[config.mk]
export PLATFORM = sky130hd
export DESIGN_NAME = alu_control_seq_flat
export DESIGN_NICKNAME = d
export VERILOG_FILES = /design/src/rtl/alu_control_seq_if.sv /design/src/rtl/alu_control_seq.sv /design/src/flat_wrapper.sv
export SDC_FILE = /design/constraint.sdc
export NUM_CORES = 1
export LEC_CHECK = 0
export ABC_CLOCK_PERIOD_IN_PS = 1600
export CAP_MARGIN = 40
export CORE_MARGIN = 1.5
export CORE_UTILIZATION = 40
export CTS_CLUSTER_SIZE = 10
export DETAILED_ROUTE_END_ITERATION = 8
export GPL_ROUTABILITY_DRIVEN = 0
export PLACE_DENSITY_LB_ADDON = 0.2
export SYNTH_ARGS = -nofsm -noshare
export SYNTH_HDL_FRONTEND = slang
export SYNTH_SLANG_ARGS = --single-unit
[constraint.sdc]
create_clock -name clk -period 1.6 [get_ports clk]
set_input_delay 0.24 -clock clk [delete_from_list [all_inputs] [get_ports clk]]
set_output_delay 0.24 -clock clk [all_outputs]
set_load 0.005 [all_outputs]
[src/rtl/alu_control_seq_if.sv]
// Handshake bundle between the main control unit (master) and the
// registered ALU control sequencer (slave).
interface alu_control_seq_if #(
    parameter int SEL_W = 5
);
    logic             in_valid;
    logic             in_ready;
    logic [1:0]       ALUOp;
    logic [9:0]       func_field;
    logic             out_valid;
    logic             out_ready;
    logic [SEL_W-1:0] ALU_SEL;
    logic             illegal;
    logic             mc_start;
    logic             busy;

    modport master (
        output in_valid, ALUOp, func_field, out_ready,
        input  in_ready, out_valid, ALU_SEL, illegal, mc_start, busy
    );

    modport slave (
        input  in_valid, ALUOp, func_field, out_ready,
        output in_ready, out_valid, ALU_SEL, illegal, mc_start, busy
    );
endinterface

[src/rtl/alu_control_seq.sv]
// Registered ALU control decoder with handshake and multi-cycle M-ext sequencing.
// Define RV32M_EN to enable MUL/DIV decode and the BUSY/latency-counter path.
module alu_control_seq #(
    parameter int SEL_W   = 5,
    parameter int MUL_LAT = 3,
    parameter int DIV_LAT = 34,
    parameter int CNT_W   = 6
) (
    input  logic               clk,
    input  logic               rst_n,
    alu_control_seq_if.slave   bus
);

    localparam int MAX_LAT = (MUL_LAT > DIV_LAT) ? MUL_LAT : DIV_LAT;

    if (SEL_W < 5) begin : gSelWidthCheck
        $error("alu_control_seq: SEL_W must be at least 5");
    end
    if ((2 ** CNT_W) <= MAX_LAT) begin : gCntWidthCheck
        $error("alu_control_seq: CNT_W too narrow for the configured latencies");
    end
    if (MUL_LAT < 1 || DIV_LAT < 1) begin : gLatCheck
        $error("alu_control_seq: latencies must be at least 1");
    end

    localparam logic [4:0] SEL_AND    = 5'd0;
    localparam logic [4:0] SEL_OR     = 5'd1;
    localparam logic [4:0] SEL_ADD    = 5'd2;
    localparam logic [4:0] SEL_SLL    = 5'd4;
    localparam logic [4:0] SEL_SRL    = 5'd5;
    localparam logic [4:0] SEL_SUB    = 5'd6;
    localparam logic [4:0] SEL_SLTU   = 5'd7;
    localparam logic [4:0] SEL_SLT    = 5'd8;
    localparam logic [4:0] SEL_XOR    = 5'd9;
    localparam logic [4:0] SEL_SRA    = 5'd10;

    localparam logic [6:0] F7_BASE    = 7'b0000000;
    localparam logic [6:0] F7_ALT     = 7'b0100000;

    typedef enum logic [1:0] {
        EMPTY = 2'd0,
        BUSY  = 2'd1,
        FULL  = 2'd2
    } state_t;

`ifdef RV32M_EN
    localparam logic [4:0] SEL_MUL    = 5'd16;
    localparam logic [6:0] F7_MEXT    = 7'b0000001;

    typedef enum logic [1:0] {
        CLS_SINGLE = 2'd0,
        CLS_MUL    = 2'd1,
        CLS_DIV    = 2'd2
    } op_class_t;

    op_class_t        decCls;
    logic [CNT_W-1:0] cnt_q, cnt_d;
    logic             mcStart_q, mcStart_d;
`endif

    state_t           state_q, state_d;
    logic [SEL_W-1:0] sel_q, sel_d;
    logic             ill_q, ill_d;

    logic [6:0]       func7;
    logic [2:0]       func3;
    logic [4:0]       decSel5;
    logic             decIll;
    logic [SEL_W-1:0] decSel;
    logic             inReady;
    logic             accept;

    assign func7 = bus.func_field[9:3];
    assign func3 = bus.func_field[2:0];

    always_comb begin
        decSel5 = SEL_ADD;
        decIll  = 1'b0;
`ifdef RV32M_EN
        decCls  = CLS_SINGLE;
`endif
        case (bus.ALUOp)
            2'b00: decSel5 = SEL_ADD;
            2'b01: begin
                case (func3)
                    3'b000, 3'b001: decSel5 = SEL_SUB;
                    3'b100, 3'b101: decSel5 = SEL_SLT;
                    3'b110, 3'b111: decSel5 = SEL_SLTU;
                    default:        decIll  = 1'b1;
                endcase
            end
            2'b10: begin
                if (func7 == F7_BASE) begin
                    case (func3)
                        3'b000:  decSel5 = SEL_ADD;
                        3'b001:  decSel5 = SEL_SLL;
                        3'b010:  decSel5 = SEL_SLT;
                        3'b011:  decSel5 = SEL_SLTU;
                        3'b100:  decSel5 = SEL_XOR;
                        3'b101:  decSel5 = SEL_SRL;
                        3'b110:  decSel5 = SEL_OR;
                        default: decSel5 = SEL_AND;
                    endcase
                end else if (func7 == F7_ALT) begin
                    case (func3)
                        3'b000:  decSel5 = SEL_SUB;
                        3'b101:  decSel5 = SEL_SRA;
                        default: decIll  = 1'b1;
                    endcase
`ifdef RV32M_EN
                end else if (func7 == F7_MEXT) begin
                    // M-ext codes are contiguous: MUL-class 16..19, DIV-class 20..23.
                    decSel5 = SEL_MUL | {2'b00, func3};
                    decCls  = func3[2] ? CLS_DIV : CLS_MUL;
`endif
                end else begin
                    decIll = 1'b1;
                end
            end
            default: begin
                case (func3)
                    3'b000:  decSel5 = SEL_ADD;
                    3'b010:  decSel5 = SEL_SLT;
                    3'b011:  decSel5 = SEL_SLTU;
                    3'b100:  decSel5 = SEL_XOR;
                    3'b110:  decSel5 = SEL_OR;
                    3'b111:  decSel5 = SEL_AND;
                    3'b001: begin
                        if (func7 == F7_BASE) decSel5 = SEL_SLL;
                        else                  decIll  = 1'b1;
                    end
                    default: begin
                        if (func7 == F7_BASE)     decSel5 = SEL_SRL;
                        else if (func7 == F7_ALT) decSel5 = SEL_SRA;
                        else                      decIll  = 1'b1;
                    end
                endcase
            end
        endcase
    end

    assign decSel  = decIll ? '0 : SEL_W'(decSel5);
    assign inReady = (state_q == EMPTY) || ((state_q == FULL) && bus.out_ready);
    assign accept  = bus.in_valid && inReady;

    always_comb begin
        state_d   = state_q;
        sel_d     = sel_q;
        ill_d     = ill_q;
`ifdef RV32M_EN
        cnt_d     = cnt_q;
        mcStart_d = 1'b0;
`endif
        if (accept) begin
            sel_d   = decSel;
            ill_d   = decIll;
            state_d = FULL;
`ifdef RV32M_EN
            // Counter holds remaining BUSY cycles; a latency of 1 goes straight to FULL.
            if (decCls == CLS_MUL) begin
                mcStart_d = 1'b1;
                if (MUL_LAT > 1) begin
                    state_d = BUSY;
                    cnt_d   = CNT_W'(MUL_LAT - 1);
                end
            end else if (decCls == CLS_DIV) begin
                mcStart_d = 1'b1;
                if (DIV_LAT > 1) begin
                    state_d = BUSY;
                    cnt_d   = CNT_W'(DIV_LAT - 1);
                end
            end
`endif
        end else begin
            case (state_q)
                FULL: begin
                    if (bus.out_ready) state_d = EMPTY;
                end
`ifdef RV32M_EN
                BUSY: begin
                    if (cnt_q == '0) state_d = FULL;
                    else             cnt_d   = cnt_q - 1'b1;
                end
`endif
                default: ;
            endcase
        end
    end

    always_ff @(posedge clk or negedge rst_n) begin
        if (!rst_n) begin
            state_q <= EMPTY;
            sel_q   <= '0;
            ill_q   <= 1'b0;
        end else begin
            state_q <= state_d;
            sel_q   <= sel_d;
            ill_q   <= ill_d;
        end
    end

`ifdef RV32M_EN
    always_ff @(posedge clk or negedge rst_n) begin
        if (!rst_n) begin
            cnt_q     <= '0;
            mcStart_q <= 1'b0;
        end else begin
            cnt_q     <= cnt_d;
            mcStart_q <= mcStart_d;
        end
    end

    assign bus.busy     = (state_q == BUSY);
    assign bus.mc_start = mcStart_q;
`else
    assign bus.busy     = 1'b0;
    assign bus.mc_start = 1'b0;
`endif

    assign bus.in_ready  = inReady;
    assign bus.out_valid = (state_q == FULL);
    assign bus.ALU_SEL   = sel_q;
    assign bus.illegal   = ill_q;

endmodule

[src/flat_wrapper.sv]
// flat-port wrapper written by rule: the top's interface ports become plain ports
module alu_control_seq_flat 
#(
    parameter int SEL_W   = 5,
    parameter int MUL_LAT = 3,
    parameter int DIV_LAT = 34,
    parameter int CNT_W   = 6
)
  (clk, rst_n, bus_in_valid, bus_ALUOp, bus_func_field, bus_out_ready, bus_in_ready, bus_out_valid, bus_ALU_SEL, bus_illegal, bus_mc_start, bus_busy);
  alu_control_seq_if #(.SEL_W(SEL_W)) bus_i ();
  input  logic clk;
  input  logic rst_n;
  input wire logic [$bits(bus_i.in_valid)-1:0] bus_in_valid;
  input wire logic [$bits(bus_i.ALUOp)-1:0] bus_ALUOp;
  input wire logic [$bits(bus_i.func_field)-1:0] bus_func_field;
  input wire logic [$bits(bus_i.out_ready)-1:0] bus_out_ready;
  output wire logic [$bits(bus_i.in_ready)-1:0] bus_in_ready;
  output wire logic [$bits(bus_i.out_valid)-1:0] bus_out_valid;
  output wire logic [$bits(bus_i.ALU_SEL)-1:0] bus_ALU_SEL;
  output wire logic [$bits(bus_i.illegal)-1:0] bus_illegal;
  output wire logic [$bits(bus_i.mc_start)-1:0] bus_mc_start;
  output wire logic [$bits(bus_i.busy)-1:0] bus_busy;
  assign bus_i.in_valid = bus_in_valid;
  assign bus_i.ALUOp = bus_ALUOp;
  assign bus_i.func_field = bus_func_field;
  assign bus_i.out_ready = bus_out_ready;
  assign bus_in_ready = bus_i.in_ready;
  assign bus_out_valid = bus_i.out_valid;
  assign bus_ALU_SEL = bus_i.ALU_SEL;
  assign bus_illegal = bus_i.illegal;
  assign bus_mc_start = bus_i.mc_start;
  assign bus_busy = bus_i.busy;
  alu_control_seq #(.SEL_W(SEL_W), .MUL_LAT(MUL_LAT), .DIV_LAT(DIV_LAT), .CNT_W(CNT_W)) u_core (.clk(clk), .rst_n(rst_n), .bus(bus_i));
endmodule
-- Word-level counts from Yosys, hierarchy flattened
Index checks and enable logic that the tools add are counted.
W data, S select, Z words.
- register bits after elaboration: 8
- input bits: 16
- output and inout port bits: 10
- word-level logic and storage cells: 53
- equal/unequal tests: 11
- muxes and demuxes: 23
- reductions and logical operators: 16
- operators with widths (cell ; number):
    $pmux W5 S7 ; 1
    $pmux W4 S7 ; 1
    $mux W5 ; 4
    $pmux W5 S3 ; 1
    $eq A3 B3 Y1 const B ; 4
    $pmux W4 S3 ; 1
    $reduce_or A6 Y1 ; 2
    $pmux W4 S2 ; 1
    $reduce_or A2 Y1 ; 4
    $eq A7 B6 Y1 const B ; 1
    $logic_not A7 Y1 ; 1
    $mux W1 ; 7
    $eq A3 B2 Y1 const B ; 2
    $mux W2 ; 3
    $eq A2 B2 Y1 const B ; 2
    $logic_not A2 Y1 ; 2
    $mux W4 ; 1
    $reduce_bool A2 Y1 ; 2
    $eq A3 B1 Y1 const B ; 1
    $logic_not A3 Y1 ; 1
    $mux W3 ; 1
    $pmux W1 S3 ; 1
    $eq A2 B1 Y1 const B ; 1
    $logic_and A1 B1 Y1 ; 2
    3 further kinds ; 3

-- Depth between registers and ports, before layout
- word-level depth: 7
- gate-level depth with buffers: 6
- depth with buffers taken out: 5

-- Worst setup path after synthesis
No wires, ideal clock.
- kind: input-to-reg
- start: input bus_func_field[7]
- end: register u_core.sel_q[3], in the netlist u_core.bus.ALU_SEL[3]
- setup time: 0.068 ns
- data arrival time: 1.677 ns
- required time: 1.532 ns
- path slack: -0.145 ns
- stages on the path: 5
- buffers on the path: 0
- cell sequence: or4_4 > nor3_4 > a211oi_1 > a2111oi_4 > a32o_1
- longest elaborated chain between the ends: 6
- elaborated cells between the ends (all ways): 16
- classes of those cells: 1 x eq/ne; 14 x mux; 1 x reduce/logical
- RTL lines (element ; line ; source):
    from (decl) ; flat_wrapper.sv:15 ; input wire logic [$bits(bus_i.func_field)-1:0] bus_func_field;
    $eq A7 B6 Y1 ; alu_control_seq.sv:104, alu_control_seq.sv:134 ;
    $mux W4 / $mux W1 (equally long branches) ; alu_control_seq.sv:134 ; else if (func7 == F7_ALT) decSel5 = SEL_SRA;
    $mux W5 / $mux W1 (equally long branches) ; alu_control_seq.sv:133 ; if (func7 == F7_BASE) decSel5 = SEL_SRL;
    $pmux W5 S7 / $pmux W1 S2 (equally long branches) ; alu_control_seq.sv:121 ; case (func3)
    $pmux W5 S3 / $pmux W1 S3 (equally long branches) ; alu_control_seq.sv:82 ; case (bus.ALUOp)
    $mux W5 * ; alu_control_seq.sv:142 ; assign decSel = decIll ? '0 : SEL_W'(decSel5);
    to (signal assigned) ; alu_control_seq.sv:197 ; sel_q <= sel_d;
    to (decl) ; alu_control_seq.sv:62 ; logic [SEL_W-1:0] sel_q, sel_d;
Mark *: on every way between the ends. The rest lies on a longest branch, timed or not.
A chain may end at the register's enable or synchronous reset.

-- Worst setup path after layout
- start: input bus_func_field[5]
- end: register u_core.sel_q[3], in the netlist u_core.bus.ALU_SEL[3]
Same word-level chain as after synthesis.

==> impl_metrics.toml <==
[run_status]
status = "complete, but fails checks"
violations = "setup timing"

[yosys]
synth-seq-area-share = 0.258
synth-warning-count = 0
synthDominantCellAreaShare = 0.258
synthXorXnorAreaFrac = 0.0301
synth_top_family_by_area = "compound AO/OA/AOI/OAI gates"
synth_top_cells_by_area = "dfrtp_1 (26%), a21oi_1 (6.0%), nand2b_1 (5.4%)"
synthMuxAreaShare = 0.0194
yosysUniqueCellTypes = 33
synth-simple-area-share = 0.256
netlist_instances = 70
yosys.area.top_type = "dfrtp_1"
avgSynthCellArea_sq_um = 8.31
synthFlopType = "dfrtp_1"
synth_seq_cells = 6
synth_compound_area_frac = 0.333
synthAdderAreaFrac = 0
synth_async_sr_flop_share = 1.00
netlist_area_sq_um = 582
synth_edf_count = 0

[pwr]
max-vdd-ir-drop_v = 0.000470
power_density_nw_per_um2 = 561
p_leak_nw = 0.444
power.total_mw = 0.553

[critical_path]
start_kind = "primary input"
worst_setup_path_end_kind = "flip-flop"
r2r_start = "u_core.state_q[1]"
critPathKind = "primary input to flip-flop"
worst-path-buf-inv = 2
reg2reg_depth = 5
crit_cells = 7
cp_cell_sequence = "buf_6 > or4_4 > nor3_4 > buf_4 > a21oi_2 > a2111oi_4 > a32o_1"
cp_slowest_cell = "or4_4"
crit_fanout = 5
worstSetupStartpoint = "bus_func_field[5]"
worstPathRequired_ps = 1790
max_stage_delay_ps = 550
critical-path-top-delay-family = "simple AND/OR/NAND/NOR gates"
crit_arrival_ps = 1820

[clock_network]
cts_buffers = 3
cts_root_buf = "clkbuf_4"
cts_tree = "yes"
clockBufferDepth = 2
htree_levels = 1
clkSlewWorstSetupHoldPaths_ps = 50
hold_buffers = 0
clk_latency_ps = 260
clock_sinks = 6

[worst_hold_path]
hp-class = "primary input to asynchronous set/reset pin"

[cells_and_area]
fin_area_sq_um = 985
drive_gt1_frac = 0.349
final_util = 0.738
fillers = 107
nNetsFinal = 127
final_cell_mix = "buf_4 (20), clkdlybuf4s50_1 (16), a21oi_1 (7)"
antenna_cells = 0
syn_to_final_growth_pct = 69.2
mostFrequentLayoutCell = "buf_4"

[detailed_routing]
drt-wirelength-per-cell_microns = 14.0
drt_iter0_drc = 12
antenna_left = 0
wl_microns = 1740
drtPass1Iterations = 4
vias = 687
drc = 0
vias_per_cell = 5.54

[global_routing]
grt_pass1_vias = 634
grt_pass1_wl_microns = 2670
grt.total_usage = 0.248
grt_max_degree = 9
antenna_found_initial = 0
grt_overflow_total = 0

[job]
cap_violations = 0

[timing]
finalMaxSlewViolations = 0
rsz0062_at_grt = "true"
fmax_ghz = 0.614
fin_skew_ps = 5.90
period_share = 1.02
period_needed_ps = 1630
hold_viol = 0
setup_viol_count_final = 2
fin_ws_ps = -27.7

[place]
hpwl_microns = 1410
placed_cell_area_sq_um = 922
portBuffers = 22

[floorplanning]
die-area_sq_um = 1690
die_w_microns = 41.1
start_util = 0.436
rows = 13
io_pins = 26
core_sq_um = 1330
fp.dieH_microns = 41.1
[report_power, final]
group          leakage, nW  switching, mW  internal [mW]  total (mW)
registers           0.0748         0.0100          0.169       0.179
clock network       0.0138         0.0626         0.0853       0.148
logic                0.356         0.0928          0.133       0.225
[registers in the layout, indices dropped and copies added, names as in the netlist]
register / count
u_core.bus.illegal: 1
u_core.state_q: 1
u_core.bus.ALU_SEL: 4
[synth_stat cells (all sizes together) (2+ instances only)]
cell    instances
buf             3
xnor2           2
clkbuf          5
nand2           4
o32ai           2
a21oi           8
nor2            3
nor3            2
nor2b           3
inv             4
dfrtp           6
nand3           3
a22o            3
nand2b          5
[path summary, 6_finish.rpt]
| kind | endpoint | slack (ps) |
|---|---|---|
| max | u_core.bus.ALU_SEL[3] | -30 |
| min | u_core.bus.ALU_SEL[0] | 220 |
| max reg2reg | u_core.bus.ALU_SEL[3] | 140 |
| min reg2reg | u_core.bus.illegal | 490 |
| max in group asynchronous | u_core.bus.ALU_SEL[2] | 1170 |
| min in group clk | u_core.bus.illegal | 490 |
[area by class of cell]
class                      instances  area [sq um]  area share
timing repair buffer              42           363       0.368
inverter                           4          15.0      0.0152
tap                               15          18.8      0.0191
sequential                         6           150       0.152
multi-input combinational         54           415       0.422
clock buffer                       3          22.5      0.0229
[worst reg2reg max path, delay by kind of cell (launching register included)]
kind	cells	cell delay, ps
DFF	1	400
and+or+nand+nor	2	180
buffers and inverters	1	110
AOI/OAI and AO/OA	2	690
[cell families (layout without fill, tap and decap cells)]
| logic type | count (synthesis) | count (layout) |
|---|---|---|
| compound gates | 24 | 24 |
| simple gates | 24 | 24 |
| buf+inv | 12 | 49 |
| flops | 6 | 6 |
| xor+xnor | 2 | 2 |
| other cells | 1 | 3 |
| mux | 1 | 1 |
[routing by layer]
layer / wire, microns / GRT usage / vias up / share of wire
li1: - / - / 329 / -
met1: 712 / 0.282 / 335 / 0.41
met2: 896 / 0.418 / 19 / 0.51
met3: 92 / 0.0870 / 4 / 0.053
met4: 40 / 0.0968 / 0 / 0.023
met5: 0 / 0 / - / 0
[per-stage QoR]
step | hold WS (ps) | instances | setup WS [ps] | setup TNS, ps
final | 217 | 124 | -27.7 | -33.9
after global routing | 223 | 124 | -69.8 | -240
after CTS | 214 | 123 | -69.7 | -140
after detailed placement | 485 | 119 | -627 | -3060
after global placement | 483 | 119 | -560 | -2730
after floorplan | -55.6 | 72 | -139 | -521
[repair_timing]
action,4_1_cts,5_1_grt
hold endpoints to repair,0,0
pin swaps,6,3
gates resized for setup,14,5
setup buffers,1,1
endpoints found under the setup margin,6,5
(Power assumes the default switching activity.)
